[src/rtl/trim_pkg.sv]
// Shared constants and FSM state encoding for the bandgap trim SAR search.
package trim_pkg;

  localparam int unsigned TRIM_WIDTH     = 12;
  localparam int unsigned SETTLE_CYC_DEF = 1000;
  localparam int unsigned LD_TIMEOUT_DEF = 64;

  typedef enum logic [2:0] {
    IDLE,
    LOAD,
    WAIT_LD,
    SETTLE,
    SAMPLE,
    FINAL_LOAD,
    FINAL_WAIT
  } state_t;

endpackage

[src/rtl/trim_cmp_sync.sv]
// Two-flop synchronizer bringing the asynchronous bandgap comparator into clk50.
module trim_cmp_sync (
  input  logic clk50,
  input  logic rst,
  input  logic cmp,
  output logic cmp_s
);

  logic [1:0] sync;

  always_ff @(posedge clk50) begin
    if (rst) begin
      sync <= 2'b00;
    end else begin
      sync <= {sync[0], cmp};
    end
  end

  assign cmp_s = sync[1];

endmodule

[src/rtl/trim_sar_ctrl.sv]
// Successive-approximation trim search: loads candidate codes through the serial
// loader, samples the comparator after settling, and resolves one bit per pass.
module trim_sar_ctrl
  import trim_pkg::*;
#(
  parameter int unsigned WIDTH      = TRIM_WIDTH,
  parameter int unsigned SETTLE_CYC = SETTLE_CYC_DEF,
  parameter int unsigned LD_TIMEOUT = LD_TIMEOUT_DEF
) (
  input  logic             clk50,
  input  logic             rst,
  input  logic             go,
  input  logic             cmp,
  input  logic             ld_done,
  output logic             ld_start,
  output logic [WIDTH-1:0] trimcode,
  output logic             busy,
  output logic             done,
  output logic             fail,
  output logic [WIDTH-1:0] result
);

  localparam int unsigned IW = (WIDTH > 1) ? $clog2(WIDTH) : 1;
  localparam int unsigned SW = (SETTLE_CYC > 1) ? $clog2(SETTLE_CYC) : 1;
  localparam int unsigned TW = (LD_TIMEOUT > 1) ? $clog2(LD_TIMEOUT) : 1;

  localparam logic [IW-1:0] IDX_MSB     = IW'(WIDTH - 1);
  localparam logic [SW-1:0] SETTLE_LAST = SW'(SETTLE_CYC - 1);
  localparam logic [TW-1:0] TO_LAST     = TW'(LD_TIMEOUT - 1);

  state_t           state, state_nxt;
  logic [IW-1:0]    idx, idx_nxt;
  logic [SW-1:0]    settle_cnt, settle_cnt_nxt;
  logic [TW-1:0]    to_cnt, to_cnt_nxt;
  logic [WIDTH-1:0] trimcode_nxt, result_nxt;
  logic             ld_start_nxt, busy_nxt, done_nxt, fail_nxt;
  logic             cmp_s;

  trim_cmp_sync u_cmp_sync (
    .clk50 (clk50),
    .rst   (rst),
    .cmp   (cmp),
    .cmp_s (cmp_s)
  );

  always_ff @(posedge clk50) begin
    if (rst) begin
      state      <= IDLE;
      trimcode   <= '0;
      idx        <= IDX_MSB;
      settle_cnt <= '0;
      to_cnt     <= '0;
      ld_start   <= 1'b0;
      busy       <= 1'b0;
      done       <= 1'b0;
      fail       <= 1'b0;
      result     <= '0;
    end else begin
      state      <= state_nxt;
      trimcode   <= trimcode_nxt;
      idx        <= idx_nxt;
      settle_cnt <= settle_cnt_nxt;
      to_cnt     <= to_cnt_nxt;
      ld_start   <= ld_start_nxt;
      busy       <= busy_nxt;
      done       <= done_nxt;
      fail       <= fail_nxt;
      result     <= result_nxt;
    end
  end

  always_comb begin
    state_nxt      = state;
    trimcode_nxt   = trimcode;
    idx_nxt        = idx;
    settle_cnt_nxt = settle_cnt;
    to_cnt_nxt     = to_cnt;
    ld_start_nxt   = 1'b0;
    done_nxt       = done;
    fail_nxt       = fail;
    result_nxt     = result;

    unique case (state)
      IDLE: begin
        if (go) begin
          done_nxt               = 1'b0;
          fail_nxt               = 1'b0;
          trimcode_nxt           = '0;
          trimcode_nxt[WIDTH-1]  = 1'b1;
          idx_nxt                = IDX_MSB;
          state_nxt              = LOAD;
        end
      end
      LOAD, FINAL_LOAD: begin
        ld_start_nxt = 1'b1;
        to_cnt_nxt   = '0;
        state_nxt    = (state == LOAD) ? WAIT_LD : FINAL_WAIT;
      end
      // A load completing on the timeout cycle still counts as success.
      WAIT_LD, FINAL_WAIT: begin
        if (ld_done) begin
          if (state == WAIT_LD) begin
            settle_cnt_nxt = '0;
            state_nxt      = SETTLE;
          end else begin
            result_nxt = trimcode;
            done_nxt   = 1'b1;
            state_nxt  = IDLE;
          end
        end else if (to_cnt == TO_LAST) begin
          fail_nxt  = 1'b1;
          state_nxt = IDLE;
        end else if (to_cnt != '1) begin
          to_cnt_nxt = to_cnt + TW'(1);
        end
      end
      SETTLE: begin
        if (settle_cnt == SETTLE_LAST) begin
          state_nxt = SAMPLE;
        end else if (settle_cnt != '1) begin
          settle_cnt_nxt = settle_cnt + SW'(1);
        end
      end
      // Comparator high means the candidate overshoots, so drop the trial bit.
      SAMPLE: begin
        if (cmp_s) begin
          trimcode_nxt[idx] = 1'b0;
        end
        if (idx != '0) begin
          trimcode_nxt[idx - IW'(1)] = 1'b1;
          idx_nxt                    = idx - IW'(1);
          state_nxt                  = LOAD;
        end else begin
          state_nxt = FINAL_LOAD;
        end
      end
      default: state_nxt = IDLE;
    endcase

    busy_nxt = (state_nxt != IDLE);
  end

endmodule

[config.mk]
export PLATFORM = sky130hd
export DESIGN_NAME = trim_sar_ctrl
export DESIGN_NICKNAME = d
export VERILOG_FILES = /design/src/rtl/trim_pkg.sv /design/src/rtl/trim_cmp_sync.sv /design/src/rtl/trim_sar_ctrl.sv
export SDC_FILE = /design/constraint.sdc
export NUM_CORES = 1
export LEC_CHECK = 0
export ABC_AREA = 1
export CORE_UTILIZATION = 45
export DETAILED_ROUTE_END_ITERATION = 12
export GPL_TIMING_DRIVEN = 0
export PLACE_DENSITY = 0.77
export RECOVER_POWER = 50
export SLEW_MARGIN = 20
export SYNTH_ARGS = -nofsm -noshare
export SYNTH_HDL_FRONTEND = slang
export SYNTH_SLANG_ARGS = --single-unit
[constraint.sdc]
create_clock -name clk50 -period 2.1 [get_ports clk50]
set_clock_uncertainty 0.05 [all_clocks]
set_input_delay 0.525 -clock clk50 [delete_from_list [all_inputs] [get_ports clk50]]
set_output_delay 0.525 -clock clk50 [all_outputs]
set_load 0.01 [all_outputs]
==> reports/qor.yml <==
slowest_delay_ps: 450
area_growth_pct: 19.2
cp_num_buf_inv: 4
rows: 27
power_density_mw_per_mm2: 844
critPathCaptureType: "flip-flop"
drtIter0Drc: 217
die_w_um: 79.6
grt_pass1_wl_um: 10700
syn_area_per_cell_um2: 7.14
slowest_stage: "dfxtp_1"
cp.required_ps: 2260
grtUsageTotal_pct: 21.5
fin_crit_sh_pct: 93.0
die-area_mm2: 0.00633
clockPowerShare_pct: 25.2
crit_chain: "inv_1 > ha_1 > nand2_1 > inv_1 > nor2_1 > inv_1 > clkbuf_1 > nor2_1 > nor2_1"
crit_type: "flip-flop to flip-flop"
insertedDiodeCount: 0
synth_ff_type: "dfxtp_1"
rsz0062_at_grt: "false"
synth.area.top_cells: "dfxtp_1 39%, nand2_1 11%, nor2_1 8.3%"
grt_overflow_total: 0
cts_num_sinks: 53
place_ws_ps: -141
drc: 0
dr.pass1.iters: 4
numPortBuffers: 32
fmaxAchievable_ghz: 0.512
coreArea_mm2: 0.00564
grt_max_degree: 17
synth_top_area_share_pct: 39.2
post-cts-setup-buffers: 0
synth_area_mm2: 0.00271
cap_violations: 0
nets: 436
h-tree-depth: 2
synth_seq_area_share_pct: 39.2
relSlewSlack_pct: 63.2
cts_buffers: 5
worstMarginPinSlew_ps: 552
start_util_pct: 48.0
seq_area_mm2: 0.00106
ys_types: 34
viasPerCell: 5.23
path_delay_family: "buffers and inverters"
drt-total-wl_um: 6270
die_h_um: 79.6
async_flop_share_pct: 0
setup_ws_ps: 148
p_sw_share_pct: 35.0
switching_power_w: 0.000953
cts-root-buf: "clkbuf_8"
worst_hold_slack_ps: 358
path_clk_slew_ps: 100
cts_tree: "yes"
finalHoldViolations: 0
ir_drop_mv: 0.356
routedWlPerCell_um: 12.8
clock_latency_ps: 310
syn_nets: 397
min_period_ps: 1950
start_kind: "flip-flop"
drive_gt1_share_pct: 7.40
outcome: "finished, final reports clean"
ant_nets: 0
postCtsHoldBufs: 0
power_frac_comb_pct: 32.0
cp_max_fo: 10
multiInputGateArea_mm2: 0.00146
sequentialPowerShare_pct: 42.8
setup_viol_count_final: 0
internal_power_w: 0.00177
place.gp.congestion: 0.899
drv_slew: 0
vias: 2566
fin_util_pct: 57.2
synth_edf_count: 0
netlist_instances: 379
grt_pass1_vias: 2289
power.static_leakage_nw: 1.37
worstHoldPathType: "flip-flop to flip-flop"
ys_ff_latch: 53
nFillCells: 531
cts.path.max_buffers: 2
post_cts_resized: 0
arrival_ps: 2120
antenna_found_initial: 0
dp_hpwl_um: 4530
io-pin-count: 33
ys_warn_count: 0
yosysTopAreaCell: "dfxtp_1"
==> cells by family (layout without fill, tap and decap cells) <==
| family | after synthesis | after routing | share of synthesized area (%) |
|---|---|---|---|
| AO/OA/AOI/OAI | 72 | 72 | 15.0 |
| XOR/XNOR | 6 | 6 | 2.22 |
| adder cells (fa/ha/maj) | 13 | 13 | 6.01 |
| buffers and inverters | 47 | 87 | 6.93 |
| flip-flops | 53 | 53 | 39.2 |
| AND/OR/NAND/NOR | 188 | 188 | 30.6 |
==> power by group through the flow <==
stage / clock network [W] / logic (W) / registers, W
final: 0.000687 / 0.000872 / 0.00117
after global routing: 0.000756 / 0.000982 / 0.00118
after CTS: 0.000707 / 0.000896 / 0.00117
after global placement: 0 / 0.000873 / 0.00119
after floorplan: 0 / 0.000572 / 0.00121
after detailed placement: 0 / 0.000885 / 0.00119
==> cell type report <==
class                      count  share of cell area (%)
clock inverter                 2                    1.20
sequential                    53                    32.9
buffer                        10                    1.55
tap                           72                    2.79
timing repair buffer          32                    9.93
multi-input combinational    279                    45.1
inverter                      37                    4.30
clock buffer                   6                    2.25
==> metrics by stage <==
stage                     total power, W  area [um^2]  std cells  setup TNS, ps
after floorplan                  0.00178         2710        379              0
after global placement           0.00206         3120        483          -2650
after detailed placement         0.00208         3120        483          -3200
after CTS                        0.00277         3230        491              0
after global routing             0.00292         3230        491              0
final                            0.00272         3230        491              0
==> worst register-to-register path, stage by stage (launching register included) <==
cell	delay (ps)
dfxtp_1	450
inv_1	140
ha_1	250
nand2_1	110
inv_1	40
nor2_1	210
inv_1	110
clkbuf_1	270
nor2_1	170
nor2_1	60
==> registers in the layout, summed over array words and instances, names as in the netlist, 2 cells and up <==
register,count
trimcode,12
u_cmp_sync.sync,2
result,12
state,3
idx,4
settle_cnt,10
to_cnt,6
==> synth_stat cells (4+ instances only) <==
cell / count
nand2_1: 82
nor2_1: 60
dfxtp_1: 53
inv_1: 32
a21oi_1: 29
nand3_1: 25
o21ai_0: 25
ha_1: 13
o211ai_1: 11
clkbuf_1: 6
inv_2: 4
nand4_1: 4
xor2_1: 4
==> worst paths after layout <==
| check | from | to | slack, ps | cells after the start |
|---|---|---|---|---|
| max reg2reg | state[0] | result[5] | 150 | 9 |
| min reg2reg | u_cmp_sync.sync[0] | u_cmp_sync.sync[1] | 360 | 2 |
| max | state[0] | result[5] | 150 | 9 |
| min | u_cmp_sync.sync[0] | u_cmp_sync.sync[1] | 360 | 2 |
==> placed cells by master (no fill, tap or decap), drive strengths merged, types with 5 or more instances in the layout <==
cell,n
dlygate4sd3,28
ha,13
a21oi,31
clkbuf,12
xor2,5
nand4,5
nand3,28
inv,36
dfxtp,53
nor2,64
o211ai,11
o21ai,25
nand2,84
==> layer usage <==
layer / vias to the layer above / share of wire (%) / global-route usage (%)
met3: 5 / 5.2 / 3.89
li1: 1313 / - / -
met5: - / 0 / 0
met1: 1192 / 46 / 28.0
met4: 0 / 1.1 / 6.91
met2: 56 / 48 / 35.8
Note: power is estimated with default switching activity, not from simulation.
